## config.mk

```make
export PLATFORM = sky130hd
export DESIGN_NAME = tick_divider
export DESIGN_NICKNAME = d
export VERILOG_FILES = /design/src/rtl/tick_divider.sv
export SDC_FILE = /design/constraint.sdc
export NUM_CORES = 1
export LEC_CHECK = 0
export CAP_MARGIN = 20
export CORE_ASPECT_RATIO = 0.75
export CORE_MARGIN = 10
export CORE_UTILIZATION = 39
export CTS_CLUSTER_SIZE = 20
export DETAILED_ROUTE_END_ITERATION = 16
export GPL_ROUTABILITY_DRIVEN = 0
export PLACE_DENSITY_LB_ADDON = 0.12
export SYNTH_ARGS = -nofsm -noshare
export SYNTH_HDL_FRONTEND = slang
export SYNTH_SLANG_ARGS = --single-unit
```

## constraint.sdc

```tcl
create_clock -name clock -period 7.9 [get_ports clock]
set_input_delay 1.58 -clock clock [delete_from_list [all_inputs] [get_ports clock]]
set_output_delay 1.58 -clock clock [all_outputs]
set_load 0.02 [all_outputs]
```

## src/rtl/tick_divider.sv

```systemverilog
// Clock-enable divider: one-cycle tick every N enabled cycles, toggled clk_out and wrapping tick count.
// Define TICK_DIVIDER_GLITCHLESS_LOAD_EN to defer divisor loads to the next wrap edge.
module tick_divider #(
  parameter int               WIDTH       = 25,
  parameter logic [WIDTH-1:0] DEFAULT_DIV = 25'd25000000,
  parameter int               TICK_W      = 8
) (
  input  logic              clock,
  input  logic              rst,
  input  logic              en,
  input  logic              sync_clr,
  input  logic              div_load,
  input  logic [WIDTH-1:0]  div_value,
  output logic              tick,
  output logic              clk_out,
  output logic [WIDTH-1:0]  count,
  output logic [TICK_W-1:0] ticks
);

  logic [WIDTH-1:0]  div_q, div_d;
  logic [WIDTH-1:0]  cnt_q, cnt_d;
  logic              tick_q, tick_d;
  logic              clk_q, clk_d;
  logic [TICK_W-1:0] ticks_q, ticks_d;
  logic [WIDTH-1:0]  last_cnt;
  logic              wrap;

`ifdef TICK_DIVIDER_GLITCHLESS_LOAD_EN
  logic [WIDTH-1:0]  pend_div_q, pend_div_d;
  logic              pend_vld_q, pend_vld_d;
`endif

  // A zero divisor behaves as N=1, so the last count value is 0 either way.
  assign last_cnt = (div_q == '0) ? '0 : div_q - 1'b1;
  assign wrap     = en && (cnt_q == last_cnt);

  always_comb begin
    div_d   = div_q;
    cnt_d   = cnt_q;
    tick_d  = 1'b0;
    clk_d   = clk_q;
    ticks_d = ticks_q;
`ifdef TICK_DIVIDER_GLITCHLESS_LOAD_EN
    pend_div_d = pend_div_q;
    pend_vld_d = pend_vld_q;
    if (sync_clr) begin
      cnt_d      = '0;
      clk_d      = 1'b0;
      ticks_d    = '0;
      pend_vld_d = 1'b0;
      if (div_load)
        div_d = div_value;
      else if (pend_vld_q)
        div_d = pend_div_q;
    end else if (wrap) begin
      cnt_d      = '0;
      tick_d     = 1'b1;
      clk_d      = ~clk_q;
      ticks_d    = ticks_q + 1'b1;
      pend_vld_d = 1'b0;
      // The divisor only changes at a period boundary, keeping clk_out half-periods whole.
      if (div_load)
        div_d = div_value;
      else if (pend_vld_q)
        div_d = pend_div_q;
    end else begin
      if (en)
        cnt_d = cnt_q + 1'b1;
      if (div_load) begin
        pend_div_d = div_value;
        pend_vld_d = 1'b1;
      end
    end
`else
    if (sync_clr) begin
      cnt_d   = '0;
      clk_d   = 1'b0;
      ticks_d = '0;
      if (div_load)
        div_d = div_value;
    end else if (div_load) begin
      div_d = div_value;
      cnt_d = '0;
    end else if (wrap) begin
      cnt_d   = '0;
      tick_d  = 1'b1;
      clk_d   = ~clk_q;
      ticks_d = ticks_q + 1'b1;
    end else if (en) begin
      cnt_d = cnt_q + 1'b1;
    end
`endif
  end

  always_ff @(posedge clock or negedge rst) begin
    if (!rst) begin
      div_q   <= DEFAULT_DIV;
      cnt_q   <= '0;
      tick_q  <= 1'b0;
      clk_q   <= 1'b0;
      ticks_q <= '0;
    end else begin
      div_q   <= div_d;
      cnt_q   <= cnt_d;
      tick_q  <= tick_d;
      clk_q   <= clk_d;
      ticks_q <= ticks_d;
    end
  end

`ifdef TICK_DIVIDER_GLITCHLESS_LOAD_EN
  always_ff @(posedge clock or negedge rst) begin
    if (!rst)
      pend_vld_q <= 1'b0;
    else
      pend_vld_q <= pend_vld_d;
  end

  // Pending value is only meaningful while pend_vld_q is set, so it needs no reset.
  always_ff @(posedge clock) begin
    pend_div_q <= pend_div_d;
  end
`endif

  assign tick    = tick_q;
  assign clk_out = clk_q;
  assign count   = cnt_q;
  assign ticks   = ticks_q;

endmodule
```

==> flow_summary.toml, run 1 <==
[run_status]
status = "finished, final reports clean"

[finish]
diodes = 0
fill_cells = 979
drive_gt1_share_pct = 12.72
final_net_count = 547
syn_to_final_growth_pct = 22.23
instances_no_fill = 655

[place]
io_buffer_count = 64
detailed_place_hpwl_mm = 8.953
placed_cells_incl_taps = 639

[floorplan]
die_x_um = 139.6
die_area_um2 = 15310
core_area_um2 = 10370
rows = 32
fp.dieH_um = 109.7
ios = 65
start_util_pct = 40.34

[timing]
worstMarginPinSlew_ns = 0.8823
slew_violations = 0
tns_ns = 0
setup_violations = 0
max_slew_margin_pct = 41.18
skew_ns = 0.01002
hold_viol_final = 0
fmax_mhz = 194.8
fin_crit_ns = 5.134
finalCritPeriodShare_pct = 64.99
rsz0062_at_grt = "false"

[clocking]
post-cts-setup-buffers = 0
clock_tree.root_cell = "clkbuf_16"
cts_tree = "yes"
ctsHoldBuffers = 0
cts.clk_slew.worst_paths_ns = 0.05
cts.repair.resized = 0
clk_path_buf_depth = 2
cts-buffers-inserted = 9
cts.sinks = 60
cts_htree_levels = 3
clk_latency_ns = 0.33

[power_and_ir_drop]
ir_worst_vdd_mv = 0.1261
p_leak_uw = 0.001827
powerDensity_nw_per_um2 = 158.1

[setup_path]
end_kind = "flop"
rr_endpoint = "count[15]$_DFFE_PN0P_"
worst_setup_path_start_kind = "flop"
arrival_ns = 5.33
reg2reg_depth = 11
cp_max_fo = 21
reg2reg_slack_ns = 2.77
crit_end = "count[15]$_DFFE_PN0P_"
crit_start = "div_q[0]$_DFFE_PN0P_"
crit-reg2reg-launch = "div_q[0]$_DFFE_PN0P_"
crit_required_ns = 8.09
worst-setup-path-type = "flop to flop"

[detailed_routing]
vias = 3867
vias_per_cell = 5.904
wl_per_cell_um = 18.65
ant_nets = 0
dr.pass1.iters = 5
routed_wl_mm = 12.22
drc = 0
drt_iter0_markers = 366

[synthesis]
yosys_warnings = 0
ys.flop_type = "dfrtp_1"
avgSynthCellArea_um2 = 8.881
synth.distinct_cells = 64
synth_edf_count = 0
syn-num-nets = 504
synth.top_cell.area_share_pct = 28.72
synth_seq_cells = 60
yosysSeqAreaShare_pct = 36.25
synthCells = 471
synth.most_common_cell = "dfrtp_1"
synth_common_cells = "48 x dfrtp_1, 44 x nand2_1, 30 x nand3_1"
async_flop_share_pct = 100.0
synth_top_cell_by_area = "dfrtp_1"
post_synth_main_area_contributors = "dfrtp_1 29%, dfstp_2 7.5%, mux2_2 5.4%, nand2_1 3.9%, nand3_1 3.6%"
syn_area_um2 = 4183

[grt]
grt_pass1_wl_mm = 19.40
first_global_vias = 3596
grt_use_total_pct = 15.54
gr-total-overflow = 0
grt_max_degree = 61
antenna_found_initial = 0

[hold_path]
hp-class = "flop to flop"

[flow_run]
cap_violations = 0
worst min-delay path by stage:
stage	from	slack, ns	depth (start not counted)	to
6_report	ticks[7]$_DFFE_PN0P_	0.56	2	ticks[7]$_DFFE_PN0P_
5_1_grt	clk_out$_DFFE_PN0P_	0.58	2	clk_out$_DFFE_PN0P_
4_1_cts	clk_out$_DFFE_PN0P_	0.56	2	clk_out$_DFFE_PN0P_
3_5_place_dp	clk_out$_DFFE_PN0P_	0.55	2	clk_out$_DFFE_PN0P_
3_3_place_gp	clk_out$_DFFE_PN0P_	0.53	2	clk_out$_DFFE_PN0P_
2_1_floorplan	div_q[24]$_DFFE_PN1P_	0.50	2	div_q[24]$_DFFE_PN1P_
layout by cell type (no fill, tap or decap), types with 4 or more instances in the layout:
cell / instances
clkdlybuf4s50_1: 62
dfrtp_1: 48
nand2_1: 44
nand3_1: 30
nor2_1: 28
o21ai_0: 21
a21oi_1: 21
mux2_2: 20
inv_1: 15
xor2_1: 13
nor4_1: 12
dfstp_2: 12
and3_1: 11
or4_1: 11
or2_2: 11
o311ai_0: 11
nand4_1: 10
nor3_1: 9
xnor2_1: 9
o31ai_1: 9
clkbuf_16: 9
or3_1: 8
nand2b_1: 7
o22ai_1: 7
a22oi_1: 6
xnor3_1: 5
a211oi_1: 5
nor3b_1: 4
critical path: stages, from the launching register on:
cell and delay, ns:
dfrtp_1 0.41, inv_1 0.09, ha_1 0.20, nor3b_1 0.60
nand4_1 0.46, o31a_1 0.42, or2_2 0.30, and4_1 0.20
o32ai_1 0.41, o41a_1 0.79, nand2_1 0.61, o311ai_0 0.51
where the power goes:
part           leakage (uW)  switching, uW  total, uW  internal (uW)
Combinational      0.000925           50.4        104           53.4
Clock              0.000133            134        353            219
Sequential         0.000768           25.3        351            326
Total               0.00183            210        808            598
logic make-up after synthesis:
| logic type | after synthesis | share of synthesized area [%] |
|---|---|---|
| compound gates | 104 | 17.05 |
| xor+xnor | 28 | 7.867 |
| buf+inv | 50 | 5.145 |
| mux | 21 | 5.624 |
| fa+ha+maj | 3 | 0.8975 |
| simple gates | 205 | 27.16 |
| flops | 60 | 36.25 |
metrics by stage:
step                util (%)  hold slack [ns]  setup slack (ns)  total power, uW  area, um^2
finish                 49.30           0.5619             2.766            808.1        5112
global route           49.30           0.5809             2.353            849.8        5112
CTS                    49.30           0.5609             2.830            816.7        5112
floorplan                  -           0.5035             4.019            418.6        4183
detailed placement     46.74           0.5508             2.715            459.0        4847
global placement       46.74           0.5350             2.864            456.7        4847
state kept, by name, indices dropped and copies added (netlist names):
| register | cells |
|---|---|
| tick | 1 |
| clk_out | 1 |
| div_q | 25 |
| count | 25 |
| ticks | 8 |
layer usage:
layer | track usage, % | vias to the layer above | wire length (um)
met1 | 22.73 | 1870 | 6191
li1 | - | 1849 | -
met4 | 4.191 | 0 | 114
met5 | 0 | - | 0
met3 | 4.265 | 14 | 847
met2 | 21.84 | 134 | 5064
final cells by class:
cell class / count / area [um^2] / area share [%]
sequential: 60 / 1516 / 29.66
multi-input combinational: 361 / 2451 / 47.94
tap: 136 / 170.2 / 3.328
clock buffer: 13 / 250.2 / 4.895
inverter: 15 / 56.30 / 1.101
clock inverter: 3 / 15.01 / 0.2937
timing repair buffer: 67 / 653.1 / 12.78
Power figures use the tool's default switching activity.
==> run 2: changes to the inputs <==
clock period = 4.2 ns   (was 7.9 ns; I/O delays follow)
==> flow_summary.toml, run 2 (synthesized netlist as in run 1, its figures left out) <==
[floorplan]
fp.dieH_um = 109.7
rows = 32
die_x_um = 139.6
ios = 65
die_area_um2 = 15310
start_util_pct = 40.34
core_area_um2 = 10370

[finish]
drive_gt1_share_pct = 15.25
instances_no_fill = 667
syn_to_final_growth_pct = 26.23
final_cell_mix = "62 x clkdlybuf4s50_1, 48 x dfrtp_1, 44 x nand2_1, 29 x nand3_1, 28 x nor2_1"
finish.utilization_pct = 50.92
final_net_count = 559
final_common_cell = "clkdlybuf4s50_1"
postLayoutCellArea_um2 = 5280
diodes = 0
fill_cells = 965

[timing]
fmax_mhz = 247.6
slew_violations = 0
tns_ns = 0
rsz0062_at_grt = "false"
setup_violations = 0
fin_crit_ns = 4.039
hold_viol_final = 0
worstMarginPinSlew_ns = 0.8755
skew_ns = 0.007159
finalCritPeriodShare_pct = 96.17
max_slew_margin_pct = 41.63

[clocking]
clk_path_buf_depth = 2
clock_tree.root_cell = "clkbuf_16"
cts_htree_levels = 3
clk_latency_ns = 0.33
cts.clk_slew.worst_paths_ns = 0.05
cts_tree = "yes"
ctsHoldBuffers = 0
cts.sinks = 60
cts-buffers-inserted = 9

[power_and_ir_drop]
p_sw_uw = 401.3
seqPwrFrac_pct = 38.6
power.internal_uw = 1296
clkPwrFrac_pct = 49.1
powerDensity_nw_per_um2 = 321.5
p_leak_uw = 0.001916
ir_worst_vdd_mv = 0.1895
switching_share_pct = 23.64
pwr-share-comb_pct = 12.3

[setup_path]
end_kind = "flop"
crit-reg2reg-launch = "div_q[5]$_DFFE_PN0P_"
crit_required_ns = 4.41
worst-setup-path-type = "flop to flop"
crit_start = "div_q[5]$_DFFE_PN0P_"
cp_max_fo = 17
arrival_ns = 4.25
worst_setup_path_start_kind = "flop"

[detailed_routing]
routed_wl_mm = 11.88
vias = 3831
vias_per_cell = 5.744
drc = 0
dr.pass1.iters = 4
ant_nets = 0
wl_per_cell_um = 17.81
drt_iter0_markers = 290

[grt]
first_global_vias = 3626
grt_use_total_pct = 15.46
grt_pass1_wl_mm = 19.44
grt_max_degree = 52
gr-total-overflow = 0
antenna_found_initial = 0

[place]
placed_cells_incl_taps = 651
place_area_um2 = 4937
detailed_place_hpwl_mm = 8.919
io_buffer_count = 64

[flow_run]
cap_violations = 0

[run_status]
status = "finished, final reports clean"

[hold_path]
hp-class = "primary input to async pin"
[run 2: changes by cell type in the layout (fill, tap and decap cells not counted)]
cell	change
nor3b_2	+1
nand3_2	+1
nand3_1	-1
clkbuf_8	-1
bufinv_16	+3
buf_4	+12
nor3b_1	-1
clkbuf_1	-1
clkinv_2	-1
[run 2: area by class of cell]
type,instances,area (um^2),share of cell area (%)
Sequential cell,60,1516,28.72
Tap cell,136,170.2,3.223
Clock buffer,11,232.7,4.408
Clock inverter,5,100.1,1.896
Timing Repair Buffer,79,743.2,14.08
Multi-Input combinational cell,361,2461,46.61
Inverter,15,56.30,1.066
[run 2: metal layers]
metal / part of all wire, % / wire, um / up-vias / global-route usage, %
met5: 0 / 0 / - / 0
met4: 0.89 / 106 / 0 / 4.118
met3: 5.8 / 691 / 11 / 4.653
met2: 40 / 4806 / 87 / 21.43
met1: 53 / 6272 / 1852 / 22.59
li1: - / - / 1881 / -
[run 2: worst max-delay path: stages, from the launching register on]
cell and delay (ns):
dfrtp_1 0.42, or4_1 0.57, or4_4 0.52, xor2_1 0.15, a221oi_1 0.30, o2111ai_1 0.15, or4_1 0.57, o41a_1 0.47
nand2_1 0.47, buf_4 0.22, o22ai_1 0.08
[run 2: power by group through the flow]
stage          clock [uW]  combinational [uW]  sequential (uW)
2_1_floorplan           0                 145              642
3_3_place_gp            0                 207              662
3_5_place_dp            0                 208              664
4_1_cts               853                 209              655
5_1_grt               880                 231              660
6_report              834                 209              655
[run 2: metrics by stage]
| stage | total power (uW) | worst slack, ns | hold WS [ns] |
|---|---|---|---|
| CTS | 1717 | 0.09832 | 0.5351 |
| global placement | 868.8 | 0.2287 | 0.5325 |
| finish | 1698 | 0.1608 | 0.5325 |
| detailed placement | 872.2 | 0.1170 | 0.5464 |
| floorplan | 787.3 | 0.3192 | 0.5035 |
| global route | 1772 | 0.006885 | 0.5799 |
[run 2: path summary, 6_finish.rpt]
kind	end	slack [ns]	depth (start not counted)
setup / recovery	count[5]$_DFFE_PN0P_	0.16	10
hold / removal	count[11]$_DFFE_PN0P_	0.53	1
min in group clock	clk_out$_DFFE_PN0P_	0.55	2
hold reg to reg	clk_out$_DFFE_PN0P_	0.55	2
max in group asynchronous	div_q[14]$_DFFE_PN1P_	2.74	2
setup reg to reg	count[5]$_DFFE_PN0P_	0.16	10
[run 2: what timing repair did]
| action | in CTS | in global routing |
|---|---|---|
| buffers inserted | 0 | 0 |
| gates resized for setup | 0 | 2 |
| setup endpoints to repair | 0 | 13 |
| hold endpoints to repair | 0 | 0 |
==> run 3: changes to the inputs <==
CORE_UTILIZATION = 49   (was 39)
==> flow_summary.toml, run 3 (synthesized netlist as in run 1, its figures left out) <==
[grt]
first_global_vias = 3745
grt_pass1_wl_mm = 19.79
grt_use_total_pct = 18.84
gr-total-overflow = 0
antenna_found_initial = 0
grt_max_degree = 52

[floorplan]
ios = 65
rows = 29
die_area_um2 = 12670
die_x_um = 126.7
fp.dieH_um = 100.0
core_area_um2 = 8382
start_util_pct = 49.90

[finish]
final_cell_mix = "62 x clkdlybuf4s50_1, 47 x dfrtp_1, 44 x nand2_1, 30 x nand3_1, 28 x nor2_1"
final_net_count = 557
syn_to_final_growth_pct = 25.61
diodes = 0
final_common_cell = "clkdlybuf4s50_1"
drive_gt1_share_pct = 15.50

[hold_path]
hold_start = "clk_out$_DFFE_PN0P_"
whs_path_depth = 2
hp-class = "flop to flop"
whs_endpoint = "clk_out$_DFFE_PN0P_"

[timing]
fin_crit_ns = 4.038
setup_violations = 0
rsz0062_at_grt = "false"
tns_ns = 0
worstMarginPinSlew_ns = 0.8276
max_slew_margin_pct = 44.83
hold_viol_final = 0
fmax_mhz = 247.6
finalCritPeriodShare_pct = 96.15
skew_ns = 0.004495
setup_ws_ns = 0.1618
slew_violations = 0

[setup_path]
worst_setup_path_start_kind = "flop"
worst-setup-path-type = "flop to flop"
cp_max_fo = 22
reg2reg_slack_ns = 0.16
rr_endpoint = "ticks[4]$_DFFE_PN0P_"
crit-reg2reg-launch = "div_q[3]$_DFFE_PN0P_"
crit_required_ns = 4.45
reg2reg_depth = 9
end_kind = "flop"
arrival_ns = 4.29

[detailed_routing]
drc = 0
vias_per_cell = 6.268
ant_nets = 0
dr.pass1.iters = 5
wl_per_cell_um = 18.98
drt_iter0_markers = 452
routed_wl_mm = 12.09
vias = 3993

[clocking]
clock_tree.root_cell = "clkbuf_16"
cts.repair.resized = 0
post-cts-setup-buffers = 0
cts-buffers-inserted = 9
cts.clk_slew.worst_paths_ns = 0.05
cts.sinks = 60
cts_tree = "yes"
clk_path_buf_depth = 2
ctsHoldBuffers = 0
cts_htree_levels = 3
clk_latency_ns = 0.33

[power_and_ir_drop]
p_sw_uw = 412.7
powerDensity_nw_per_um2 = 331.5
pwr-share-comb_pct = 12.1
seqPwrFrac_pct = 37.8
clkPwrFrac_pct = 50.1
p_leak_uw = 0.001916
ir_worst_vdd_mv = 0.3356
power.internal_uw = 1329
switching_share_pct = 23.69

[place]
post-place-ws_ns = 0.1419
detailed_place_hpwl_mm = 8.673
io_buffer_count = 64

[run_status]
status = "finished, final reports clean"

[flow_run]
cap_violations = 0
==> run 3: final cells by class <==
type | instances | area (um^2)
Timing Repair Buffer | 77 | 728.2
Sequential cell | 60 | 1518
Clock buffer | 12 | 256.5
Multi-Input combinational cell | 361 | 2465
Fill cell | 738 | 3128
Clock inverter | 4 | 95.09
Inverter | 15 | 56.30
Tap cell | 108 | 135.1
==> run 3: how the worst max path moves through the flow <==
stage | start | end | cells after the start
after global placement | div_q[3]$_DFFE_PN0P_ | ticks[7]$_DFFE_PN0P_ | 9
after global routing | div_q[3]$_DFFE_PN0P_ | ticks[7]$_DFFE_PN0P_ | 9
after floorplan | div_q[15]$_DFFE_PN0P_ | ticks[4]$_DFFE_PN0P_ | 13
after detailed placement | div_q[3]$_DFFE_PN0P_ | ticks[4]$_DFFE_PN0P_ | 9
final | div_q[3]$_DFFE_PN0P_ | ticks[4]$_DFFE_PN0P_ | 9
after CTS | div_q[3]$_DFFE_PN0P_ | ticks[4]$_DFFE_PN0P_ | 9
==> run 3: power by group through the flow <==
stage | clock network, uW | registers (uW) | logic [uW]
after floorplan | 0 | 642 | 145
after global placement | 0 | 661 | 203
after detailed placement | 0 | 665 | 206
after CTS | 879 | 656 | 208
after global routing | 912 | 663 | 232
final | 873 | 659 | 210
==> run 3: routing by layer <==
metal	GRT usage, %	up-vias	wire length, um
li1	-	1873	-
met1	25.77	1946	5554
met2	27.97	158	5376
met3	5.687	16	989
met4	5.590	0	169
met5	0	-	0
==> run 3: through the flow <==
step	cell area [um^2]	hold WS, ns	utilization (%)	power (uW)	cells
6_report	5254	0.5608	62.68	1742	637
5_1_grt	5254	0.5856	62.68	1807	637
4_1_cts	5239	0.5633	62.50	1743	637
3_5_place_dp	4887	0.5561	58.31	870.4	621
3_3_place_gp	4887	0.5351	58.31	864.1	621
2_1_floorplan	4183	0.5035	-	787.3	471
==> run 3: critical path, cell delays in order, from the launching register on <==
cell and delay, ns:
dfrtp_2 0.45, or4_1 0.59, or4_4 0.52, xor2_1 0.16
a221oi_2 0.22, o2111ai_1 0.15, or4_1 0.55, or4_4 0.66
or4_1 0.50, a21oi_1 0.14
